===== src/rtl/qtable_update_scheduler.sv =====
// Packet FIFO plus arbiter that feeds a Q-table update engine one packet at a time
// and time-shares the table with the next-hop selector's read requests.
module qtable_update_scheduler #(
  parameter int WORD_WIDTH = 16,
  parameter int DEPTH      = 4,
  parameter int TIMEOUT    = 64
) (
  input  logic                  clk,
  input  logic                  rst,
  input  logic                  pkt_valid,
  output logic                  pkt_ready,
  input  logic [WORD_WIDTH-1:0] pkt_srcID,
  input  logic [WORD_WIDTH-1:0] pkt_hops,
  input  logic [WORD_WIDTH-1:0] pkt_clusterID,
  input  logic [WORD_WIDTH-1:0] pkt_energy,
  input  logic [WORD_WIDTH-1:0] pkt_qvalue,
  input  logic [2:0]            pkt_type,
  output logic                  upd_en,
  output logic [WORD_WIDTH-1:0] upd_srcID,
  output logic [WORD_WIDTH-1:0] upd_hops,
  output logic [WORD_WIDTH-1:0] upd_clusterID,
  output logic [WORD_WIDTH-1:0] upd_energy,
  output logic [WORD_WIDTH-1:0] upd_qvalue,
  output logic [2:0]            upd_type,
  input  logic                  upd_done,
  input  logic                  rd_req,
  output logic                  rd_gnt,
  output logic                  busy,
  output logic [15:0]           drop_count,
  output logic                  timeout_err
);

  localparam int PTR_W = (DEPTH > 1) ? $clog2(DEPTH) : 1;
  localparam int CNT_W = $clog2(DEPTH + 1);
  localparam int TMR_W = $clog2(TIMEOUT + 1);

  localparam logic [PTR_W-1:0] PTR_LAST      = PTR_W'(DEPTH - 1);
  localparam logic [CNT_W-1:0] CNT_FULL      = CNT_W'(DEPTH);
  localparam logic [TMR_W-1:0] TIMER_LAST    = TMR_W'(TIMEOUT - 1);
  localparam logic [2:0]       RESERVED_TYPE = 3'b111;

  typedef enum logic [1:0] {
    IDLE,
    ISSUE,
    WAIT,
    READ
  } schedState_e;

  typedef struct packed {
    logic [2:0]            pType;
    logic [WORD_WIDTH-1:0] qvalue;
    logic [WORD_WIDTH-1:0] energy;
    logic [WORD_WIDTH-1:0] clusterID;
    logic [WORD_WIDTH-1:0] hops;
    logic [WORD_WIDTH-1:0] srcID;
  } entry_t;

  function automatic logic [15:0] satInc16(input logic [15:0] v);
    return (v == 16'hFFFF) ? v : v + 16'd1;
  endfunction

  function automatic logic [PTR_W-1:0] nextPtr(input logic [PTR_W-1:0] p);
    return (p == PTR_LAST) ? '0 : p + PTR_W'(1);
  endfunction

  entry_t           mem [DEPTH];
  entry_t           entryIn;
  entry_t           headView;
  logic [PTR_W-1:0] wrPtr;
  logic [PTR_W-1:0] rdPtr;
  logic [CNT_W-1:0] count;
  logic             full;
  logic             empty;
  logic             pushAcc;
  logic             storeEn;
  logic             dropEn;
  logic             popEn;

  schedState_e      state;
  schedState_e      stateNxt;
  logic [TMR_W-1:0] timer;
  logic [TMR_W-1:0] timerNxt;
  logic             favourRead;
  logic             favourReadNxt;
  logic             timeoutSet;
  logic [15:0]      dropCount;
  logic             timeoutErr;

  assign full      = (count == CNT_FULL);
  assign empty     = (count == '0);
  assign pkt_ready = !full && !rst;
  assign pushAcc   = pkt_valid && pkt_ready;
  assign storeEn   = pushAcc && (pkt_type != RESERVED_TYPE);
  assign dropEn    = pushAcc && (pkt_type == RESERVED_TYPE);

  assign entryIn = '{
    pType:     pkt_type,
    qvalue:    pkt_qvalue,
    energy:    pkt_energy,
    clusterID: pkt_clusterID,
    hops:      pkt_hops,
    srcID:     pkt_srcID
  };

  // Storage holds data only; occupancy lives in count so reset needs no array clear.
  always_ff @(posedge clk) begin
    if (storeEn) begin
      mem[wrPtr] <= entryIn;
    end
  end

  always_comb begin
    headView = '0;
    if (!empty) begin
      headView = mem[rdPtr];
    end
  end

  assign upd_srcID     = headView.srcID;
  assign upd_hops      = headView.hops;
  assign upd_clusterID = headView.clusterID;
  assign upd_energy    = headView.energy;
  assign upd_qvalue    = headView.qvalue;
  assign upd_type      = headView.pType;

  always_comb begin
    stateNxt      = state;
    timerNxt      = timer;
    favourReadNxt = favourRead;
    popEn         = 1'b0;
    timeoutSet    = 1'b0;
    case (state)
      IDLE: begin
        if (!empty && (!rd_req || !favourRead)) begin
          stateNxt      = ISSUE;
          favourReadNxt = 1'b1;
        end else if (rd_req) begin
          stateNxt      = READ;
          favourReadNxt = 1'b0;
        end
      end
      ISSUE: begin
        stateNxt = WAIT;
        timerNxt = '0;
      end
      WAIT: begin
        if (upd_done) begin
          popEn    = 1'b1;
          stateNxt = IDLE;
        end else if (timer == TIMER_LAST) begin
          // The stalled packet is abandoned so the queue keeps moving.
          popEn      = 1'b1;
          timeoutSet = 1'b1;
          stateNxt   = IDLE;
        end else begin
          timerNxt = timer + TMR_W'(1);
        end
      end
      READ: begin
        if (!rd_req) begin
          stateNxt = IDLE;
        end
      end
      default: stateNxt = IDLE;
    endcase
  end

  always_ff @(posedge clk) begin
    if (rst) begin
      state      <= IDLE;
      timer      <= '0;
      favourRead <= 1'b0;
      wrPtr      <= '0;
      rdPtr      <= '0;
      count      <= '0;
      dropCount  <= '0;
      timeoutErr <= 1'b0;
    end else begin
      state      <= stateNxt;
      timer      <= timerNxt;
      favourRead <= favourReadNxt;
      if (storeEn) begin
        wrPtr <= nextPtr(wrPtr);
      end
      if (popEn) begin
        rdPtr <= nextPtr(rdPtr);
      end
      case ({storeEn, popEn})
        2'b10:   count <= count + CNT_W'(1);
        2'b01:   count <= count - CNT_W'(1);
        default: count <= count;
      endcase
      if (dropEn) begin
        dropCount <= satInc16(dropCount);
      end
      if (timeoutSet) begin
        timeoutErr <= 1'b1;
      end
    end
  end

  assign upd_en      = (state == ISSUE);
  assign rd_gnt      = (state == READ);
  assign busy        = (state != IDLE);
  assign drop_count  = dropCount;
  assign timeout_err = timeoutErr;

endmodule


===== config.mk =====
export PLATFORM = sky130hd
export DESIGN_NAME = qtable_update_scheduler
export DESIGN_NICKNAME = d
export VERILOG_FILES = /design/src/rtl/qtable_update_scheduler.sv
export SDC_FILE = /design/constraint.sdc
export NUM_CORES = 1
export LEC_CHECK = 0
export ABC_CLOCK_PERIOD_IN_PS = 3700
export CORE_ASPECT_RATIO = 0.5
export CORE_UTILIZATION = 50
export CTS_CLUSTER_SIZE = 8
export DETAILED_ROUTE_END_ITERATION = 16
export PLACE_DENSITY = 0.72
export SYNTH_ARGS = -nofsm -noshare
export SYNTH_HDL_FRONTEND = slang
export SYNTH_SLANG_ARGS = --single-unit

===== constraint.sdc =====
create_clock -name clk -period 3.7 [get_ports clk]
set_input_delay 0.37 -clock clk [delete_from_list [all_inputs] [get_ports clk]]
set_output_delay 0.37 -clock clk [all_outputs]
set_load 0.02 [all_outputs]

==> results by group, run 1 <==
Die
  – Die width: 243 um
  – Initial Utilization: 0.515
  – Overall die height: 122 um
  – Placeable core region: 0.0281 sq mm
  – Std-Cell Rows: 43
  – IO Count: 192
  – Die ar.: 0.0297 sq mm

Clock network
  – Clock-pin slew on the worst setup and hold paths: 0.05 ns
  – Number of H-tree levels: 2
  – TritonCTS clock tree: done
  – Total setup buffers inserted after CTS: 0
  – Clock root buffer master: clkbuf_16
  – Clock sink count: 368
  – CTS Hold Bufs: 0
  – Number of buffers between clock root and the deepest sink: 3
  – Source-to-sink clock delay at the later pin of the worst-skew pair: 0.55 ns
  – Count of instances resized after the clock tree is built: 0
  – Inserted Clock Buffers: 51

STA
  – Achievable Freq: 309 MHz
  – Worst-margin pin slew: 1.01 ns
  – Worst hold slack: 0.449 ns
  – Final hold violations: 0
  – Total count of max-transition violations in the final report: 0
  – Final number of setup-violating endpoints: 0
  – Post-route clock skew: 0.0172 ns
  – Shortest clock period the worst path allows after layout: 3.23 ns
  – Final TNS setup: 0 ns
  – Tightest slew margin relative to the limit: 0.328
  – Fraction of the cycle the final worst path needs: 0.873
  – RSZ-0062 raised after global routing: no

Worst setup path
  – Highest cell delay on the worst timing path: 0.90 ns
  – CP Data Required Time: 3.33 ns
  – Cell Chain, Critical Path: or3_2, buf_4, and2_1, clkdlybuf4s50_1
  – CP arrival: 2.86 ns
  – Startpoint kind of the worst setup timing path: flop
  – Type of destination of the critical path: output port
  – Cell family contributing the most delay on the critical path: simple AND/OR/NAND/NOR gates
  – Start-to-end type of the worst setup path: flop to output port
  – Buffering stage count on the worst path with inverters included: 2
  – Crit path max fanout: 51
  – CP max stage cell: or3_2

Global route
  – Antenna violations before repair: 0
  – Number of global-route vias before repair: 8182
  – Maximum number of pins on one net before global-route repair: 52
  – Total congestion overflow: 0
  – Global-route wire length before repair: 46.0 mm
  – Overall track demand over capacity in global routing: 0.204

Synth
  – Post-synth top area cell: edfxtp_1
  – Count of flip-flops with a built-in enable after synthesis: 332
  – Synth async-reset ratio: 0
  – Area share of the largest cell type after synthesis: 0.689
  – Cell types with the largest area share after synthesis: edfxtp_1, mux4_2, dfxtp_1
  – Number of register bits inferred by synthesis: 368
  – Post-Synthesis Net Count: 864
  – Average cell area after synthesis: 19.0 sq um
  – Sequential element share of the synthesized area: 0.739
  – Netlist Area Pre-Place: 0.0145 sq mm
  – Main flop type after synthesis: edfxtp_1
  – Number of different library cells in the post-synthesis netlist: 43
  – Warning count from the yosys run: 0
  – Synthesized instance count: 763

Detailed routing
  – Via Count: 7829
  – Total detailed-routing wirelength: 29.8 mm
  – Number of optimization iterations in the first detailed-route pass: 5
  – DRC violation count after routing: 0
  – Average wire per cell in the routed design: 21.5 um
  – Iteration-0 DRC Markers: 549
  – Detailed-route vias per instance: 5.63
  – Remaining antenna violation count: 0

Finish
  – Antenna diode count: 0
  – Share of post-route cells with drive strength above 1: 0.168
  – Number of cells in the finished layout apart from fillers: 1391
  – P&R area growth vs syn: 27.0%
  – Commonest cells after routing, fill and taps aside: edfxtp_1, clkdlybuf4s50_1, and2_1
  – Leading cell type in the layout, fill and taps excluded: edfxtp_1
  – Number of nets at the end of the flow: 1093

Power and ir drop
  – Largest vdd supply drop: 368 uV
  – Power density of the placed cells: 598 mW/mm^2
  – Leakage power summed over all cells: 0.00584 uW

Placed design
  – Placer congestion estimate: 0.791
  – Post-detail-place hpwl: 18.6 mm
  – PortBufs: 191
  – Count of placed standard cells including taps: 1321

Status
  – Outcome: finished clean

Job
  – Max-cap viol count: 0

Min path
  – Type of the most critical hold path: input pin to flop
==> metal layers <==
| metal | track usage | share of wire | wire, um |
|---|---|---|---|
| met2 | 0.356 | 0.53 | 15700 |
| met3 | 0.0361 | 0.038 | 1140 |
| met4 | 0.0621 | 0.018 | 540 |
| met1 | 0.267 | 0.42 | 12500 |
| met5 | 0 | 0 | 0 |
==> final timing paths <==
kind / from / end / slack (ns) / cells past startpoint
min reg2reg: favourRead / favourRead / 0.47 / 1
max: count[0] / upd_srcID[7] / 0.47 / 4
min: pkt_clusterID[4] / mem[0][36] / 0.45 / 1
max reg2reg: count[0] / count[2] / 1.18 / 10
==> where the power goes <==
| group | internal, uW | leakage, uW | switching, uW | total (uW) |
|---|---|---|---|---|
| logic | 1060 | 0.00186 | 1120 | 2180 |
| registers | 4660 | 0.00330 | 69.4 | 4730 |
| clock network | 2480 | 0.000670 | 1600 | 4090 |
| total | 8200 | 0.00584 | 2790 | 11000 |
==> through the flow <==
step	setup slack, ns	total power [uW]	utilization	area [sq um]
6_report	0.469	11000	0.654	18400
5_1_grt	0.342	11400	0.654	18400
4_1_cts	0.413	11100	0.654	18400
3_5_place_dp	0.814	7000	0.605	17000
3_3_place_gp	0.933	6980	0.605	17000
2_1_floorplan	0.157	5990	-	14500
==> worst reg2reg max path, stage by stage (launching register included) <==
cell and delay (ns):
dfxtp_1 0.33, nor3b_1 0.52, nor3b_1 0.11, buf_4 0.19
inv_1 0.06, ha_1 0.18, inv_1 0.06, fa_1 0.38
xor2_1 0.17, or3_1 0.31, a21oi_1 0.14
==> cells by family (layout without fill, tap and decap cells) <==
group	Yosys count	after routing	share of synthesized area
buf+inv	51	297	0.0145
compound gates	58	58	0.0251
mux	90	90	0.134
flops	368	368	0.739
fa+ha+maj	13	13	0.0118
simple gates	181	181	0.0742
xor+xnor	2	2	0.00121
==> layout make-up <==
| type | instances | area, sq um |
|---|---|---|
| inverter | 15 | 56.3 |
| tap | 382 | 478 |
| fill | 1909 | 9710 |
| clock inverter | 3 | 55.1 |
| sequential | 368 | 10700 |
| multi-input combinational | 344 | 3580 |
| clock buffer | 67 | 1340 |
| timing repair buffer | 212 | 2170 |
==> synth_stat cells, types with 5 or more instances <==
| library cell | instances |
|---|---|
| edfxtp_1 | 332 |
| o21ai_0 | 11 |
| a21oi_1 | 21 |
| o31ai_1 | 8 |
| clkbuf_1 | 22 |
| dfxtp_1 | 36 |
| nand3_1 | 11 |
| ha_1 | 12 |
| nand2_1 | 16 |
| nor4_1 | 5 |
| nor3_1 | 5 |
| and2_1 | 88 |
| buf_2 | 9 |
| or4_1 | 11 |
| nor2_1 | 14 |
| nand4_1 | 8 |
| or3_1 | 5 |
| mux4_2 | 83 |
| inv_1 | 15 |
==> state kept, by name, summed over array words and instances, names as in the netlist, named ones only <==
signal	cells
count	3
drop_count	16
favourRead	1
mem	332
rdPtr	2
state	2
timeout_err	1
timer	7
wrPtr	2
No activity file was read; power rests on OpenSTA's default activity.
==> inputs of run 2 (changes only) <==
--- a/config.mk
+++ b/config.mk
@@ -7,6 +7,7 @@
 export LEC_CHECK = 0
 export ABC_CLOCK_PERIOD_IN_PS = 3700
 export CORE_ASPECT_RATIO = 0.5
+export CORE_MARGIN = 5
 export CORE_UTILIZATION = 50
 export CTS_CLUSTER_SIZE = 8
 export DETAILED_ROUTE_END_ITERATION = 16
==> run 2 against run 1 <==
Global-route usage shrank 2.5 points. Sequential share of layout area increased by 0.063 points. Highest routed layer unchanged. Clock power hardly changed. Core utilization shrank 1.6 points. Sequential power hardly changed. Cell count grew 0.43%. Largest cell class unchanged. Clock-buffer cell count is 1 higher.
==> results by group, run 2 (synthesis results as in run 1) <==
Status
  – Outcome: finished clean (unchanged)

STA
  – Worst-margin pin slew: 0.647 ns (was 1.01 ns)
  – Tightest slew margin relative to the limit: 0.564 (was 0.328)
  – Shortest clock period the worst path allows after layout: 3.22 ns (was 3.23 ns)
  – Post-route clock skew: 0.0146 ns (was 0.0172 ns)
  – Achievable Freq: 310 MHz (was 309 MHz)
  – Total count of max-transition violations in the final report: 0 (unchanged)
  – Final hold violations: 0 (unchanged)
  – Fraction of the cycle the final worst path needs: 0.872 (was 0.873)
  – RSZ-0062 raised after global routing: no (unchanged)
  – Worst Slack Setup Final: 0.475 ns (was 0.469 ns)
  – Final number of setup-violating endpoints: 0 (unchanged)
  – Worst hold slack: 0.451 ns (was 0.449 ns)
  – Final TNS setup: 0 ns (unchanged)

Global route
  – Global-route wire length before repair: 45.6 mm (was 46.0 mm)
  – Overall track demand over capacity in global routing: 0.179 (was 0.204)
  – Total congestion overflow: 0 (unchanged)
  – Number of global-route vias before repair: 8039 (was 8182)
  – Maximum number of pins on one net before global-route repair: 84 (was 52)
  – Antenna violations before repair: 1 (was 0)

Finish
  – Fill cell count: 1984 (was 1909)
  – Share of post-route cells with drive strength above 1: 0.164 (was 0.168)
  – P&R area growth vs syn: 26.9% (was 27.0%)
  – Max reg flops: 332 (unchanged)
  – Most flop-heavy register: mem (unchanged)
  – Leading cell type in the layout, fill and taps excluded: edfxtp_1 (unchanged)
  – Commonest cells after routing, fill and taps aside: edfxtp_1, clkdlybuf4s50_1, and2_1 (unchanged)
  – Number of nets at the end of the flow: 1088 (was 1093)

Clock network
  – Count of instances resized after the clock tree is built: 0 (unchanged)
  – Source-to-sink clock delay at the later pin of the worst-skew pair: 0.55 ns (about the same)
  – CTS Hold Bufs: 0 (unchanged)
  – TritonCTS clock tree: done (unchanged)
  – Inserted Clock Buffers: 51 (unchanged)
  – Number of buffers between clock root and the deepest sink: 3 (unchanged)
  – Clock-pin slew on the worst setup and hold paths: 0.05 ns (about the same)
  – Clock root buffer master: clkbuf_16 (unchanged)
  – Clock sink count: 368 (unchanged)
  – Total setup buffers inserted after CTS: 0 (unchanged)
  – Number of H-tree levels: 2 (unchanged)

Detailed routing
  – Detailed-route vias per instance: 5.56 (was 5.63)
  – Total detailed-routing wirelength: 29.5 mm (was 29.8 mm)
  – Number of optimization iterations in the first detailed-route pass: 5 (unchanged)
  – Remaining antenna violation count: 0 (unchanged)
  – Via Count: 7769 (was 7829)
  – DRC violation count after routing: 0 (unchanged)
  – Iteration-0 DRC Markers: 516 (was 549)
  – Average wire per cell in the routed design: 21.1 um (was 21.5 um)

Placed design
  – Post-detail-place hpwl: 17.9 mm (was 18.6 mm)
  – Placer congestion estimate: 0.830 (was 0.791)
  – PortBufs: 191 (unchanged)
  – Setup slack after placement: 0.928 ns (was 0.814 ns)

Die
  – Initial Utilization: 0.503 (was 0.515)
  – IO Count: 192 (unchanged)
  – Overall die height: 130 um (was 122 um)
  – Die ar.: 0.0326 sq mm (was 0.0297 sq mm)
  – Die width: 251 um (was 243 um)
  – Std-Cell Rows: 44 (was 43)
  – Placeable core region: 0.0287 sq mm (was 0.0281 sq mm)

Power and ir drop
  – Reported net switching power: 2800 uW (was 2790 uW)
  – Comb pwr share: 0.198 (about the same)
  – Internal: 8200 uW (about the same)
  – Leakage power summed over all cells: 0.00581 uW (was 0.00584 uW)
  – Share of total power in the clock network: 0.372 (about the same)
  – Sequential cell fraction of total power: 0.430 (about the same)
  – Power density of the placed cells: 599 mW/mm^2 (was 598 mW/mm^2)
  – Sw Ratio: 0.254 (about the same)
  – Largest vdd supply drop: 361 uV (was 368 uV)

Worst setup path
  – CP arrival: 2.85 ns (was 2.86 ns)
  – Type of destination of the critical path: output port (unchanged)
  – CP Data Required Time: 3.33 ns (about the same)
  – Crit path max fanout: 30 (was 51)
  – Startpoint kind of the worst setup timing path: flop (unchanged)
  – Start-to-end type of the worst setup path: flop to output port (unchanged)

Job
  – Max-cap viol count: 0 (unchanged)

Min path
  – Type of the most critical hold path: input pin to flop (unchanged)
==> run 2: cell types whose count changed in the layout (fill, tap and decap cells not counted) <==
cell | previous run | this run
clkbuf_1 | 16 | 17
diode_2 | 0 | 1
buf_4 | 13 | 8
==> run 2: power groups by stage <==
stage          sequential [uW]  clock (uW)  combinational (uW)
2_1_floorplan             4770           0                1220
3_3_place_gp              4800           0                2190
3_5_place_dp              4810           0                2200
4_1_cts                   4730        4190                2210
5_1_grt                   4740        4400                2310
6_report                  4730        4090                2170
==> run 2: final cells by class <==
type | instances | area (sq um) | area share
antenna | 1 | 2.50 | 0.000136
clock buffer | 68 | 1340 | 0.0730
clock inverter | 3 | 55.1 | 0.00300
inverter | 15 | 56.3 | 0.00307
multi-input combinational | 344 | 3580 | 0.195
sequential | 368 | 10700 | 0.583
tap | 391 | 489 | 0.0266
timing repair buffer | 207 | 2130 | 0.116
==> run 2: worst max-delay path, cell delays in order, from the launching register on <==
cell and delay [ns]:
dfxtp_4 0.64, buf_12 0.32, mux4_2 0.58, and2_1 0.18, clkdlybuf4s50_1 0.53
==> run 2: routing by layer <==
metal	vias up	track usage	part of all wire
li1	3516	-	-
met1	4036	0.231	0.41
met2	176	0.319	0.53
met3	41	0.0355	0.039
met4	0	0.0455	0.019
met5	-	0	0
==> run 2: worst paths after layout <==
| kind | from | end | slack (ns) | depth (start not counted) |
|---|---|---|---|---|
| worst max register to register | count[2] | count[2] | 1.20 | 10 |
| worst min register to register | favourRead | favourRead | 0.48 | 1 |
| worst min-delay path | pkt_qvalue[14] | mem[1][78] | 0.45 | 1 |
| worst max-delay path | flop | upd_qvalue[5] | 0.48 | 4 |
==> run 2: stage by stage <==
| step | utilization | total power, uW | std cells | instance area, sq um |
|---|---|---|---|---|
| floorplan | - | 5990 | 763 | 14500 |
| global placement | 0.590 | 6990 | 1325 | 17000 |
| detailed placement | 0.590 | 7010 | 1325 | 17000 |
| CTS | 0.639 | 11100 | 1396 | 18400 |
| global route | 0.639 | 11500 | 1397 | 18400 |
| finish | 0.639 | 11000 | 1397 | 18400 |
==> inputs of run 3 (changes only) <==
--- a/config.mk
+++ b/config.mk
@@ -6,7 +6,6 @@
 export NUM_CORES = 1
 export LEC_CHECK = 0
 export ABC_CLOCK_PERIOD_IN_PS = 3700
-export CORE_ASPECT_RATIO = 0.5
 export CORE_MARGIN = 5
 export CORE_UTILIZATION = 50
 export CTS_CLUSTER_SIZE = 8
==> run 3 against run 2 <==
Worst setup slack lost 0.081 ns. Die area is 0.63% lower. Design area rose by 0.22%. Critical endpoint is now upd_qvalue[7]. Largest power group unchanged. Via count down 0.19%.
==> results by group, run 3 (synthesis results as in run 1) <==
Status
  – Outcome: finished clean (unchanged)

STA
  – Achievable Freq: 303 MHz (was 310 MHz)
  – Worst hold slack: 0.466 ns (was 0.451 ns)
  – RSZ-0062 raised after global routing: no (unchanged)
  – Total count of max-transition violations in the final report: 0 (unchanged)
  – Fraction of the cycle the final worst path needs: 0.893 (was 0.872)
  – Tightest slew margin relative to the limit: 0.422 (was 0.564)
  – Worst-margin pin slew: 0.867 ns (was 0.647 ns)
  – Final TNS setup: 0 ns (unchanged)
  – Final hold violations: 0 (unchanged)
  – Final number of setup-violating endpoints: 0 (unchanged)
  – Post-route clock skew: 0.0125 ns (was 0.0146 ns)
  – Shortest clock period the worst path allows after layout: 3.31 ns (was 3.22 ns)

Global route
  – Maximum number of pins on one net before global-route repair: 58 (was 84)
  – Antenna violations before repair: 2 (was 1)
  – Number of global-route vias before repair: 8159 (was 8039)
  – Global-route wire length before repair: 46.3 mm (was 45.6 mm)
  – Overall track demand over capacity in global routing: 0.179 (about the same)
  – Total congestion overflow: 0 (unchanged)

Clock network
  – TritonCTS clock tree: done (unchanged)
  – Total setup buffers inserted after CTS: 0 (unchanged)
  – CTS Hold Bufs: 0 (unchanged)
  – Clock sink count: 368 (unchanged)
  – Count of instances resized after the clock tree is built: 0 (unchanged)
  – Clock root buffer master: clkbuf_16 (unchanged)
  – Clock-pin slew on the worst setup and hold paths: 0.05 ns (about the same)
  – Number of buffers between clock root and the deepest sink: 3 (unchanged)
  – Source-to-sink clock delay at the later pin of the worst-skew pair: 0.54 ns (was 0.55 ns)
  – Inserted Clock Buffers: 51 (unchanged)
  – Number of H-tree levels: 2 (unchanged)

Power and ir drop
  – Sw Ratio: 0.247 (was 0.254)
  – Leakage power summed over all cells: 0.00584 uW (was 0.00581 uW)
  – Comb pwr share: 0.195 (was 0.198)
  – Power density of the placed cells: 594 mW/mm^2 (was 599 mW/mm^2)
  – Internal: 8220 uW (was 8200 uW)
  – Total power: 10900 uW (was 11000 uW)
  – Sequential cell fraction of total power: 0.432 (was 0.430)
  – Share of total power in the clock network: 0.372 (about the same)
  – Reported net switching power: 2700 uW (was 2800 uW)
  – Largest vdd supply drop: 478 uV (was 361 uV)

Placed design
  – Post-detail-place hpwl: 18.2 mm (was 17.9 mm)
  – Placer congestion estimate: 0.774 (was 0.830)
  – PortBufs: 191 (unchanged)

Finish
  – P&R area growth vs syn: 27.2% (was 26.9%)
  – Max reg flops: 332 (unchanged)
  – Most flop-heavy register: mem (unchanged)
  – Share of post-route cells with drive strength above 1: 0.168 (was 0.164)
  – Antenna diode count: 0 (was 1)
  – Commonest cells after routing, fill and taps aside: edfxtp_1, clkdlybuf4s50_1, and2_1 (unchanged)
  – Number of nets at the end of the flow: 1093 (was 1088)
  – Leading cell type in the layout, fill and taps excluded: edfxtp_1 (unchanged)

Die
  – Placeable core region: 0.0286 sq mm (was 0.0287 sq mm)
  – Initial Utilization: 0.505 (was 0.503)
  – Die width: 180 um (was 251 um)
  – Std-Cell Rows: 62 (was 44)
  – Die ar.: 0.0324 sq mm (was 0.0326 sq mm)
  – IO Count: 192 (unchanged)
  – Overall die height: 180 um (was 130 um)

Detailed routing
  – Remaining antenna violation count: 0 (unchanged)
  – Detailed-route vias per instance: 5.55 (was 5.56)
  – Iteration-0 DRC Markers: 455 (was 516)
  – Average wire per cell in the routed design: 20.9 um (was 21.1 um)
  – Total detailed-routing wirelength: 29.2 mm (was 29.5 mm)
  – Via Count: 7754 (was 7769)
  – Number of optimization iterations in the first detailed-route pass: 5 (unchanged)
  – DRC violation count after routing: 0 (unchanged)

Worst setup path
  – Crit path max fanout: 57 (was 30)
  – Type of destination of the critical path: output port (unchanged)
  – CP Data Required Time: 3.33 ns (about the same)
  – Worst reg2reg setup slack: 1.19 ns (was 1.20 ns)
  – CP arrival: 2.94 ns (was 2.85 ns)
  – Startpoint kind of the worst setup timing path: flop (unchanged)
  – Start-to-end type of the worst setup path: flop to output port (unchanged)

Min path
  – Type of the most critical hold path: input pin to flop (unchanged)

Job
  – Max-cap viol count: 0 (unchanged)
run 3: layout make-up:
class                           count  area, sq um
Multi-Input combinational cell    344         3580
Inverter                           15         56.3
Fill cell                        1980        10200
Timing Repair Buffer              212         2180
Sequential cell                   368        10700
Clock buffer                       71         1370
Clock inverter                      2         25.0
Tap cell                          384          480
run 3: power by group through the flow:
stage	Clock, uW	Combinational, uW	Sequential (uW)
finish	4070	2130	4720
global route	4350	2300	4730
CTS	4170	2180	4720
detailed placement	0	2170	4800
global placement	0	2150	4790
floorplan	0	1220	4770
run 3: routing by layer:
layer,vias to the layer above,wire length [um],GRT usage
li1,3521,-,-
met1,3927,12600,0.252
met2,267,14000,0.284
met3,35,2060,0.0480
met4,4,409,0.0442
met5,-,34,0
run 3: metrics by stage:
stage,util,std cells,instance area (sq um),setup WS (ns)
2_1_floorplan,-,763,14500,0.157
3_3_place_gp,0.594,1323,17000,0.942
3_5_place_dp,0.594,1323,17000,0.830
4_1_cts,0.643,1396,18400,0.229
5_1_grt,0.643,1396,18400,0.0957
6_report,0.643,1396,18400,0.394
run 3: path summary, 6_finish.rpt:
check | to | start | cells past startpoint
max reg2reg | count[2] | count[0] | 10
max | upd_qvalue[7] | count[0] | 4
min | mem[1][12] | pkt_srcID[12] | 1
min reg2reg | favourRead | favourRead | 1
run 3: worst max-delay path, stage by stage, from the launching register on:
cell and delay [ns]:
dfxtp_1 0.40, or3_2 0.71, buf_4 0.46, and2_1 0.21, clkdlybuf4s50_1 0.61
